$ cat src/rtl/sm4_cbc_ctrl.sv
// CBC-mode sequencer around a single-block SM4 engine: loads a session, chains
// each block through the core via a start/done handshake, and streams results out.
module sm4_cbc_ctrl #(
  parameter int TO_W  = 8,
  parameter int CNT_W = 16
) (
  input  logic             clk,
  input  logic             rst,
  input  logic             init,
  input  logic [127:0]     key_in,
  input  logic [127:0]     iv_in,
  input  logic             dir_in,
  input  logic             in_valid,
  output logic             in_ready,
  input  logic [127:0]     in_data,
  output logic             out_valid,
  input  logic             out_ready,
  output logic [127:0]     out_data,
  output logic             core_start,
  output logic             core_action,
  output logic [127:0]     core_text,
  output logic [127:0]     core_key,
  input  logic [127:0]     core_out,
  input  logic             core_done,
  output logic             busy,
  output logic             err,
  output logic [CNT_W-1:0] blk_cnt
);

  typedef enum logic [2:0] {
    S_IDLE,
    S_READY,
    S_START,
    S_WAIT,
    S_OUT
  } state_t;

  // Last WAIT count before giving up, so timeout lands on the 2^TO_W-1'th WAIT cycle.
  localparam logic [TO_W-1:0] TO_LAST = {{(TO_W-1){1'b1}}, 1'b0};

  state_t          state;
  state_t          state_nxt;
  logic [127:0]    chain;
  logic [127:0]    hold;
  logic [TO_W-1:0] to_cnt;
  logic            done_ok;
  logic            timeout;

  // to_cnt is zero only in the first WAIT cycle, where a done is not trusted.
  assign done_ok = core_done && (to_cnt != '0);
  assign timeout = !done_ok && (to_cnt == TO_LAST);

  // NOTE: sequential state uses non-blocking assignments so every register
  // samples pre-edge values, independent of statement order.
  always_ff @(posedge clk) begin
    if (rst) begin
      state <= S_IDLE;
    end else begin
      state <= state_nxt;
    end
  end

  // NOTE: every output of this block gets a default first, so no path
  // through the case can leave a signal unassigned and infer a latch.
  always_comb begin
    state_nxt  = state;
    in_ready   = 1'b0;
    out_valid  = 1'b0;
    core_start = 1'b0;
    busy       = 1'b0;
    case (state)
      S_IDLE: begin
        if (init) state_nxt = S_READY;
      end
      S_READY: begin
        in_ready = 1'b1;
        if (!init && in_valid) state_nxt = S_START;
      end
      S_START: begin
        core_start = 1'b1;
        busy       = 1'b1;
        state_nxt  = S_WAIT;
      end
      S_WAIT: begin
        busy = 1'b1;
        if (done_ok) begin
          state_nxt = S_OUT;
        end else if (timeout) begin
          state_nxt = S_IDLE;
        end
      end
      S_OUT: begin
        out_valid = 1'b1;
        busy      = 1'b1;
        if (out_ready) state_nxt = S_READY;
      end
      default: state_nxt = S_IDLE;
    endcase
  end

  // NOTE: the wide datapath registers are reset too, because a reset must
  // leave out_data, core_text and core_key at zero, not at a stale block.
  always_ff @(posedge clk) begin
    if (rst) begin
      core_key    <= '0;
      core_action <= 1'b0;
      core_text   <= '0;
      chain       <= '0;
      hold        <= '0;
      out_data    <= '0;
      to_cnt      <= '0;
      err         <= 1'b0;
      blk_cnt     <= '0;
    end else begin
      case (state)
        S_IDLE, S_READY: begin
          if (init) begin
            core_key    <= key_in;
            core_action <= dir_in;
            chain       <= iv_in;
            err         <= 1'b0;
            blk_cnt     <= '0;
          end else if (state == S_READY && in_valid) begin
            // Encrypt whitens the plaintext; decrypt keeps the ciphertext for the next chain.
            core_text <= core_action ? in_data : (in_data ^ chain);
            hold      <= in_data;
          end
        end
        S_START: begin
          to_cnt <= '0;
        end
        S_WAIT: begin
          if (done_ok) begin
            out_data <= core_action ? (core_out ^ chain) : core_out;
          end else if (timeout) begin
            err <= 1'b1;
          end else begin
            to_cnt <= to_cnt + TO_W'(1);
          end
        end
        S_OUT: begin
          if (out_ready) begin
            // Chain advances only once the sink has taken the block.
            chain   <= core_action ? hold : out_data;
            blk_cnt <= blk_cnt + CNT_W'(1);
          end
        end
        default: ;
      endcase
    end
  end

endmodule

$ cat config.mk
export PLATFORM = sky130hd
export DESIGN_NAME = sm4_cbc_ctrl
export DESIGN_NICKNAME = d
export VERILOG_FILES = /design/src/rtl/sm4_cbc_ctrl.sv
export SDC_FILE = /design/constraint.sdc
export NUM_CORES = 2
export LEC_CHECK = 0
export CAP_MARGIN = 30
export CORE_AREA = 3 3 358 360
export CTS_CLUSTER_SIZE = 10
export DETAILED_ROUTE_END_ITERATION = 8
export DIE_AREA = 0 0 361 363
export SYNTH_ARGS = -nofsm -noshare
export SYNTH_HDL_FRONTEND = slang
export SYNTH_SLANG_ARGS = --single-unit
$ cat constraint.sdc
create_clock -name clk -period 5.36 [get_ports clk]
set_clock_uncertainty 0.2 [all_clocks]
set_input_delay 1.34 -clock clk [delete_from_list [all_inputs] [get_ports clk]]
set_output_delay 1.34 -clock clk [all_outputs]
set_load 0.05 [all_outputs]
---- Yosys cells after proc, flatten, opt, wreduce, memory -nomap -nowiden ----
Index checks and enable logic that the tools add are counted.
cells by class
  add/sub/neg operators ................... 2
  equality and inequality tests ........... 13
  muxes and demuxes ....................... 26
  bitwise gates (word level) .............. 3
  reductions and logical operators ........ 20
operators with widths
  cell                     number
  $mux W128                5
  $pmux W128 S2            1
  $xor A128 B128 Y128      2
  $mux W16                 2
  $pmux W16 S2             1
  $add A16 B1 Y16 const B  1
  $mux W8                  2
  $pmux W8 S2              1
  $mux W3                  5
  $pmux W3 S5              1
  $ne A2 B2 Y1 const B     7
  $reduce_and A3 Y1        3
  $add A8 B1 Y8 const B    1
  $eq A8 B8 Y1 const B     1
  $reduce_and A4 Y1        2
  $reduce_bool A8 Y1       1
  $mux W1                  7
  $eq A3 B2 Y1 const B     2
  $reduce_bool A2 Y1       3
  $logic_and A1 B1 Y1      4
  $reduce_and A2 Y1        2
  $eq A3 B1 Y1 const B     1
  $eq A3 B3 Y1 const B     1
  $logic_not A3 Y1         1
  other kinds (6)          7
word-level totals
  register bits after elaboration ......... 669
  output and inout bits ................... 406

---- Longest topological paths before layout ----
  depth in word-level cells ............... 7
  gate-level depth with buffers ........... 9

---- Worst setup path before layout ----
OpenSTA, ideal clock, no wires.
  path type ............................... reg-to-output
  from .................................... register state[2]
  to ...................................... output busy
  arrival ................................. 2.213 ns
  required time ........................... 3.820 ns
  slack ................................... 1.607 ns
  stages on the path, launching flop included .. 7
  cell sequence ........................... dfxtp_1 buf_2 nor3b_1 clkbuf_1 clkbuf_1 clkbuf_1 or2_2
between the ends
  word-level cells in the longest chain between the ends .. 3
ends and longest elaborated chain
  what                                                 line  RTL
  start: declaration                                   41    state_t state;
  start signal: assignment                             59    state <= state_nxt;
  $eq A3 B3 Y1 / $eq A3 B2 Y1 (equally long branches)  71    case (state)
  $reduce_or A3 Y1 (no source line) (*)                n/a
  $mux W1 (*)                                          71
  end: declaration                                     25    output logic busy,
Mark *: on every way between the ends. The rest lies on a longest branch, timed or not.

---- Worst setup path after layout ----
  from .................................... register state[1]
  to ...................................... output core_start
between the ends
  word-level cells in the longest chain between the ends .. 2
ends and longest elaborated chain
  what              line  RTL
  $eq A3 B2 Y1      71
  $mux W1           71
  end: declaration  19    output logic core_start,
No other way between the ends.

==> flow_metrics.tcl <==
set metrics [dict create \
    outcome "complete, no violations" \
    power_leakage_nw 13.6 \
    ys_seq_area_frac 0.462 \
    numPortBuffers 924 \
    drive_gt1_frac 0.0399 \
    clockRootBuffer "clkbuf_16" \
    startpoint_type "register" \
    startpoint "state[1]$_SDFFE_PP0P_" \
    ioPinCount 925 \
    drtIter0Drc 2160 \
    drt_first_pass_iters 8 \
    crit_path_end_kind "primary output" \
    grt_pass1_vias 26400 \
    hold_buffers 0 \
    core_mm2 0.125 \
    netlist_area_mm2 0.0290 \
    wl_um 121000 \
    cts-resized-gates 0 \
    yosysWarnings 0 \
    hold_class "register to register" \
    min_from "core_key[2]$_SDFFE_PP0P_" \
    syn_to_final_growth_pct 46.5 \
    rows 130 \
    die_x_um 361 \
    die-area_mm2 0.131 \
    tightest_slew_ns 1.01 \
    slew_viol_final 0 \
    powerDensity_mw_per_mm2 302 \
    cts_tree "built" \
    cp.buffers_inverters 1 \
    fin_util 0.339 \
    path_cells "nand2b_1, nor2_1, clkdlybuf4s50_1" \
    async_flop_share 0 \
    ys_ff_latch 669 \
    layout_commonest_cell "clkdlybuf4s50_1" \
    synth_flop_cell "dfxtp_1" \
    max-slew-margin-rel 0.325 \
    synth.distinct_cells 51 \
    critPathTopFamily "buffers and inverters" \
    route.vias.total 27500 \
    grtUsageTotal 0.176 \
    slowest_delay_ns 1.11 \
    setup_viol 0 \
    timing.hold.ws_ns 0.250 \
    clkSlewWorstSetupHoldPaths_ns 0.05 \
    slowest_stage "clkdlybuf4s50_1" \
    fin_nets 4842 \
    max_cap_violations 0 \
    finalHoldViolations 0 \
    fin_crit_ns 4.62 \
    syn_inst 3555 \
    wl_per_cell_um 20.0 \
    mostFrequentLayoutCells "clkdlybuf4s50_1, nand2_1, dfxtp_1" \
    criticalPathCategory "register to primary output" \
    crit_path_max_fanout 17 \
    avgViaCountPerCell 4.55 \
    ant_nets 0 \
    syn_area_per_cell_um2 8.16 \
    grt_max_degree 172 \
    period_share 0.863 \
    cts_sinks 669 \
    cts_buffers 82 \
    synth-edff-count 0 \
    globalplace.congestion 0.868 \
    insertion_delay_ns 0.68 \
    cp_data_required_time_ns 3.82 \
    rsz0062_at_grt "no" \
    dp.final_hpwl_um 86300 \
    remaining_drc_errors 0 \
    antenna_found_initial 40 \
    htreeDepth 3 \
    synth_nets 4078 \
    peakVddDrop_v 0.000233 \
    r2r_start "state[2]$_SDFFE_PP0P_" \
    timing.fmax_ghz 0.216 \
    die_h_um 363 \
    crit_arrival_ns 3.08 \
    grt_pass1_wl_um 175000 \
    cts_setup_buffers 0 \
    grt_remaining_overflow 0 \
    cts_max_path_buffers 3 \
    tns_ns 0 \
    start_util 0.231 \
]
-- kinds of logic (layout without fill, tap and decap cells) --
family          Yosys count  after routing  synth area share
other cells               0             31                 0
simple gates           1362           1362             0.193
flops                   669            669             0.462
fa+ha+maj                 4              4           0.00172
mux                     128            128            0.0442
buf+inv                 303           1105            0.0415
compound gates          829            829             0.180
xor+xnor                260            260            0.0785
-- synth_stat cells, types with 5 or more instances --
cell type | number | share of area
xor2_1 | 128 | 0.039
xnor2_1 | 132 | 0.040
o211ai_1 | 132 | 0.034
or3_1 | 6 | 0.0013
nand2_1 | 913 | 0.12
nor2_1 | 266 | 0.034
nand3_1 | 9 | 0.0016
clkbuf_1 | 234 | 0.030
buf_1 | 14 | 0.0018
a211oi_1 | 260 | 0.067
o21ai_0 | 9 | 0.0016
buf_2 | 47 | 0.0081
mux2i_1 | 128 | 0.044
nor2b_1 | 130 | 0.028
or4_1 | 6 | 0.0016
inv_1 | 7 | 0.00091
nand4_1 | 5 | 0.0011
dfxtp_1 | 669 | 0.46
o31ai_1 | 5 | 0.0013
a21oi_1 | 400 | 0.069
-- worst reg2reg max path, delay by kind of cell (launching register included) --
| family | cells | cell delay (ns) |
|---|---|---|
| buffers and inverters | 2 | 1.46 |
| and+or+nand+nor | 2 | 0.63 |
| AOI/OAI and AO/OA | 2 | 0.21 |
| DFF | 1 | 0.55 |
-- registers in the layout, indices dropped and copies added, names as in the netlist --
signal / cells
to_cnt: 8
state: 3
blk_cnt: 16
core_action: 1
hold: 128
out_data: 128
core_key: 128
chain: 128
err: 1
core_text: 128
-- per-stage QoR --
stage	area, um^2	total power, mW	std cells	setup WS (ns)
floorplan	29000	6.59	3555	1.61
global placement	39900	7.57	5882	1.43
detailed placement	39900	7.58	5884	1.38
CTS	42400	13.0	6006	0.608
global route	42500	13.3	6027	0.549
finish	42500	12.8	6038	0.736
-- layer usage --
metal | share of wire | GRT usage | routed length (um) | vias up
li1 | - | - | - | 13600
met1 | 0.41 | 0.212 | 50000 | 12800
met2 | 0.47 | 0.284 | 56700 | 893
met3 | 0.084 | 0.0644 | 10200 | 200
met4 | 0.032 | 0.0709 | 3920 | 16
met5 | 0.00088 | 0 | 107 | -
-- path summary, 6_finish.rpt --
path | endpoint | slack [ns] | cells past startpoint
hold reg to reg | core_key[2]$_SDFFE_PP0P_ | 0.25 | 2
setup / recovery | core_start | 0.74 | 3
hold / removal | core_key[2]$_SDFFE_PP0P_ | 0.25 | 2
setup reg to reg | chain[52]$_SDFFE_PP0P_ | 2.15 | 6
-- power breakdown --
group,leakage (nW),switching [mW],internal [mW],total (mW)
combinational,6.96,1.23,0.891,2.12
sequential,5.45,0.146,5.20,5.34
clock,1.22,2.21,3.14,5.35
total,13.6,3.59,9.23,12.8
-- area by class of cell --
| type | count | area (um^2) |
|---|---|---|
| diodes | 31 | 77.6 |
| clock buffers | 109 | 2280 |
| clock inverters | 13 | 206 |
| fillers | 13000 | 82900 |
| inverters | 7 | 26.3 |
| multi-input cells | 2583 | 14500 |
| flip-flops and latches | 669 | 13400 |
| well taps | 1650 | 2060 |
| repair buffers | 976 | 9990 |
No activity file was read; power rests on OpenSTA's default activity.
